## config.mk

```make
export PLATFORM = sky130hd
export DESIGN_NAME = instr_sequencer
export DESIGN_NICKNAME = d
export VERILOG_FILES = /design/src/rtl/instr_sequencer.sv
export SDC_FILE = /design/constraint.sdc
export NUM_CORES = 1
export LEC_CHECK = 0
export ABC_AREA = 1
export CORE_ASPECT_RATIO = 1.75
export CORE_UTILIZATION = 47
export CTS_BUF_LIST = sky130_fd_sc_hd__clkbuf_2
export DETAILED_ROUTE_END_ITERATION = 12
export PLACE_DENSITY = 0.84
export SYNTH_ARGS = -nofsm -noshare
export SYNTH_HDL_FRONTEND = slang
export SYNTH_SLANG_ARGS = --single-unit
```

## constraint.sdc

```tcl
create_clock -name clk -period 1.5 [get_ports clk]
set_input_delay 0.3 -clock clk [delete_from_list [all_inputs] [get_ports clk]]
set_output_delay 0.3 -clock clk [all_outputs]
set_load 0.1 [all_outputs]
```

## src/rtl/instr_sequencer.sv

```systemverilog
// rtl/instr_sequencer.sv - instruction fetch/sequencing engine (IDLE/FETCH/DECODE/EXECUTE/HALT)
// Optional single-step gating of IDLE->FETCH via macro INSTR_SEQ_SINGLE_STEP_EN.
module instr_sequencer #(
  parameter int PC_W = 8
) (
  input  logic            clk,
  input  logic            rst,
  input  logic            run,
`ifdef INSTR_SEQ_SINGLE_STEP_EN
  input  logic            step,
`endif
  output logic            imem_req,
  output logic [PC_W-1:0] imem_addr,
  input  logic [15:0]     imem_rdata,
  input  logic            imem_valid,
  input  logic            pc_jump,
  output logic [2:0]      state,
  output logic [3:0]      opcode,
  output logic [1:0]      rd,
  output logic [1:0]      rs,
  output logic [7:0]      imm,
  output logic [PC_W-1:0] pc,
  output logic            halted,
  output logic [15:0]     retired
);

  localparam logic [2:0] ST_IDLE    = 3'b000;
  localparam logic [2:0] ST_FETCH   = 3'b001;
  localparam logic [2:0] ST_DECODE  = 3'b010;
  localparam logic [2:0] ST_EXECUTE = 3'b011;
  localparam logic [2:0] ST_HALT    = 3'b101;

  localparam logic [3:0] OP_HALT = 4'hF;

  logic [15:0] ir;
  logic        start_ok;
  logic        exec_continue;

`ifdef INSTR_SEQ_SINGLE_STEP_EN
  // One instruction per step: every EXECUTE parks in IDLE until the next step.
  assign start_ok      = run & step;
  assign exec_continue = 1'b0;
`else
  assign start_ok      = run;
  assign exec_continue = run;
`endif

  always_ff @(posedge clk) begin
    if (rst) begin
      state   <= ST_IDLE;
      pc      <= '0;
      ir      <= '0;
      retired <= '0;
    end else begin
      case (state)
        ST_IDLE: begin
          if (start_ok) state <= ST_FETCH;
        end
        ST_FETCH: begin
          if (imem_valid) begin
            ir    <= imem_rdata;
            pc    <= pc + PC_W'(1);
            state <= ST_DECODE;
          end
        end
        ST_DECODE: begin
          state <= (ir[15:12] == OP_HALT) ? ST_HALT : ST_EXECUTE;
        end
        ST_EXECUTE: begin
          // A taken jump replaces the post-fetch increment.
          if (pc_jump) pc <= ir[PC_W-1:0];
          retired <= retired + 16'd1;
          state   <= exec_continue ? ST_FETCH : ST_IDLE;
        end
        ST_HALT: begin
          state <= ST_HALT;
        end
        default: begin
          state <= ST_IDLE;
        end
      endcase
    end
  end

  assign imem_req  = (state == ST_FETCH);
  assign imem_addr = imem_req ? pc : '0;
  assign halted    = (state == ST_HALT);

  assign opcode = ir[15:12];
  assign rd     = ir[11:10];
  assign rs     = ir[9:8];
  assign imm    = ir[7:0];

endmodule
```

After elaboration in Yosys (flattened, before gate mapping)
Cells that the tools add are included.

storage, ports and cells
  bits in registers = 43
  bits of input ports = 21
  output and inout bits = 53
  word-level logic and storage cells = 28

cells by class
  add/subtract/negate cells = 2
  equality and inequality tests = 8
  mux-type cells = 9
  reduce and logical (&&, ||, !) cells = 5

operators by type and width
  cell                                                             number
  8-bit two-way mux                                                3
  16-bit by 1-bit adder with 16-bit output, second input constant  1
  8-bit case mux with 2 select lines                               1
  3-bit case mux with 5 select lines                               1
  3-bit two-way mux                                                3
  8-bit by 1-bit adder with 8-bit output, second input constant    1
  3-bit by 2-bit == test with 1-bit output, second input constant  2
  4-bit == test, second input constant                             1
  2-bit != test, second input constant                             2
  2-bit AND reduction                                              2
  3-bit by 1-bit == test with 1-bit output, second input constant  1
  3-bit == test, second input constant                             1
  3-bit logical NOT                                                1
  3-bit AND reduction                                              1
  2-bit by 1-bit != test with 1-bit output, second input constant  1
  2-bit nonzero test                                               1
  1-bit two-way mux                                                1

Depth between registers and ports, before layout
  word-level depth = 3
  mapped depth = 9
  mapped depth without buffers = 9

Worst setup path after synthesis
No wires, ideal clock.

  kind = reg2out
  start = register state[0]
  end = output port imem_addr[0]
  arrival = 2,756 ps
  data required time = 1,200 ps
  setup slack = -1,556 ps
  stages on the path, launching flop included = 6
  buffers on the path = 1
  cells stage by stage = dfxtp_1 buf_4 nand2_2 inv_1 nand2_4 nor2_1

between the ends
  word-level cells in the longest chain between the ends = 2

RTL lines
  element                                   line  text
  start, declared                           17    output logic [2:0] state,
  start signal, assigned                    67    state <= (ir[15:12] == OP_HALT) ? ST_HALT : ST_EXECUTE;
  start signal, assigned                    73    state <= exec_continue ? ST_FETCH : ST_IDLE;
  3-bit by 1-bit == test with 1-bit output  85    assign imem_req = (state == ST_FETCH);
  8-bit two-way mux                         86    assign imem_addr = imem_req ? pc : '0;
  end, declared                             13    output logic [PC_W-1:0] imem_addr,

Every way passes these cells.

Worst setup path in the final report
  start = register state[1]
  end = output port imem_req

between the ends
  word-level cells in the longest chain between the ends = 1

RTL lines
  element                                   line  text
  3-bit by 1-bit == test with 1-bit output  85
  end, declared                             12    output logic imem_req,

Every way passes these cells.

==> flow_summary_export.csv <==
group,metric,value,unit
layout,final_core_util,93.1,%
pwr,pwr_density_cell,1170,nW/um2
grt,grt_pass1_wl,10.4,mm
synth,synth_compound_gate_area_share,14.7,%
outcome,result_of_the_run,"finished with violations",
layout,antenna-diode-count,0,
timing,final_max_slew_viol_count,0,
drt,post_drt_via_cell_ratio,5.77,
clocking,cts_tree,"done",
drt,met3_wirelength,492,um
drt,detail_route.wl_per_cell,19.2,um
timing,grt_setup_unrepaired,"true",
layout,final_common_cell,"buf_12",
grt,grt_usage,28.9,%
synth,yosysWarnings,0,
timing,timing.clock.skew,0.0296,ns
run,cap_violations,0,
worst_hold_path,timing.hold.worst.class,"input port to register",
outcome,violations,"negative setup slack",
grt,maximum_number_of_pins_on_one_net_before_global_route_repair,18,
layout,most-common-layout-cells,"buf_12 (57), nor2_1 (53), nand2_1 (44)",
timing,final.period_utilization,115,%
synth,post_synthesis_share_of_cell_area_spent_on_and_or_nand_and_nor_gates,33.2,%
timing,timing.final.setup_violations,46,
place,detailedPlacementHpwl,4.83,mm
layout,drive_above_1_share,42.4,%
pwr,total_power,0.00476,W
drt,drc,0,
timing,timing.final.crit_period,1.73,ns
drt,detail_route.wirelength,8.81,mm
synth,yosys_register_bits,43,
grt,initial_antenna_violation_count,0,
grt,first_global_vias,2360,
place,placedCellCount,434,
drt,detail_route.first_pass.iterations,5,
drt,drtIter0Drc,106,
synth,synth.lib_cells_used.distinct,29,
clocking,cts-root-to-sink-buffers,2,
synth,synth-adder-area-share,1.18,%
die,core-area,4360,um2
layout,layoutNonFillerInstCount,459,
pwr,leakage,1.60,nW
drt,top_signal_layer_used,"met4",
place,finalWeightedCongestion,0.845,
critical_path,worst_setup_path_start_kind,"register",
synth,synth_xor_xnor_area_share,0.412,%
clocking,path_clk_slew,0.24,ns
timing,hold_viol_final,0,
die,count_of_standard_cell_rows,32,
layout,net_count_final,430,
synth,yosys-mux-area-fraction,0,%
die,floorplan.die_area,4800,um2
synth,syn_avg_cell_area,6.87,um2
clocking,clk_latency,0.43,ns
clocking,h-tree-depth,2,
synth,synthesis.area,2120,um2
synth,leading_register_cell_type_out_of_synthesis,"dfxtp_1",
place,setup_ws_pre_cts,0.0323,ns
timing,achievable-frequency,0.577,GHz
critical_path,path_class,"register to output port",
critical_path,critical_path_required,1.20,ns
drt,routedLengthMet1,2.93,mm
drt,met2_length,4.82,mm
clocking,cts.hold.buffers_added,0,
die,ioPinCount,74,
timing,setup_ws,-0.232,ns
clocking,cts.sinks,43,
critical_path,endpoint_kind,"output port",
grt,grt.overflow.total,0,
timing,worst_pin_slew,0.396,ns
layout,areaGrowthSynthToFinish,91.3,%
die,dieHeight,90.9,um
clocking,numCtsBuffers,5,
critical_path,worst-endpoint-arrival,1.43,ns
synth,synth_sequential_area_ratio,40.5,%
drt,routed-via-count,2648,
place,port_buffers,73,
synth,synth_enable_flop_cells,0,
timing,setup_tns,-5.11,ns
clocking,root_buffer_master,"clkbuf_2",
pwr,max-vdd-ir-drop,1260,uV
critical_path,critical_path.max_fanout,3,
die,floorplan.initialDensity,48.7,%
timing,relSlewSlack,73.5,%
die,dieWidth,52.8,um
drt,postRouteAntennaNets,0,
synth,postSynthNetCount,332,
synth,synthesis.instances,309,
synth,synth_top_family_by_area,"simple AND/OR/NAND/NOR gates",
synth,proportion_of_synthesized_flip_flops_having_asynchronous_set_or_reset,0,%
logic make-up after synthesis:
family | after synthesis
adder cells (fa/ha/maj) | 2
buffers and inverters | 47
XOR/XNOR | 1
AND/OR/NAND/NOR | 155
AO/OA/AOI/OAI | 61
flip-flops | 43
state kept, by name, indices dropped and copies added (netlist names):
register  cells
pc            8
retired      16
ir           16
state         3
Yosys cell counts (all sizes together), types with 2 or more instances:
| cell type | instances | area (um2) |
|---|---|---|
| nand2 | 55 | 226 |
| ha | 2 | 25.0 |
| nand4 | 6 | 43.8 |
| a21oi | 22 | 110 |
| nor2 | 70 | 290 |
| dfxtp | 43 | 861 |
| o21ai | 36 | 180 |
| nor3 | 3 | 15.0 |
| inv | 37 | 141 |
| clkbuf | 3 | 11.3 |
| buf | 7 | 58.8 |
| nand3 | 20 | 118 |
worst max-delay path: stages (launching register included):
cell and delay (ns):
dfxtp_4 0.40, inv_4 0.06, nand2_4 0.06, buf_4 0.15, nor2_4 0.16, buf_12 0.20
path summary, 6_finish.rpt:
check             slack (ns)           from         end  depth (start not counted)
hold / removal          0.47  imem_rdata[4]       ir[4]                          3
setup / recovery       -0.23       state[1]    imem_req                          5
setup reg to reg       -0.19       state[1]       pc[7]                         11
hold reg to reg         0.53     retired[3]  retired[3]                          1
final cells by class:
| cell class | instances | area, um2 |
|---|---|---|
| fill | 141 | 303 |
| clock inverter | 2 | 11.3 |
| tap | 51 | 63.8 |
| sequential | 43 | 906 |
| inverter | 37 | 164 |
| clock buffer | 6 | 30.0 |
| timing repair buffer | 99 | 1550 |
| timing repair inverter | 1 | 11.3 |
| multi-input combinational | 220 | 1320 |
metrics by stage:
stage          hold slack, ns  instance area [um2]
3_3_place_gp            0.484                 3590
6_report                0.474                 4060
2_1_floorplan           0.463                 2240
5_1_grt                 0.464                 4060
3_5_place_dp            0.495                 3590
4_1_cts                 0.457                 3710
timing repair:
item | CTS | global route
gates cloned | 1 | 1
gates resized for setup | 15 | 73
setup buffers | 5 | 10
endpoints found under the setup margin | 10 | 43
pin swaps | 5 | 20
power by group:
| part | switching [W] | internal [W] | total, W |
|---|---|---|---|
| Clock | 0.000394 | 0.000121 | 0.000515 |
| Sequential | 0.000172 | 0.00127 | 0.00144 |
| Combinational | 0.00178 | 0.00102 | 0.00280 |
| Total | 0.00235 | 0.00241 | 0.00476 |
layer usage:
layer | up-vias | global-route usage [%]
met3 | 58 | 6.40
met1 | 1243 | 27.7
met4 | 0 | 14.7
met5 | - | 0
met2 | 160 | 53.5
li1 | 1187 | -
Note: power is estimated with default switching activity, not from simulation.
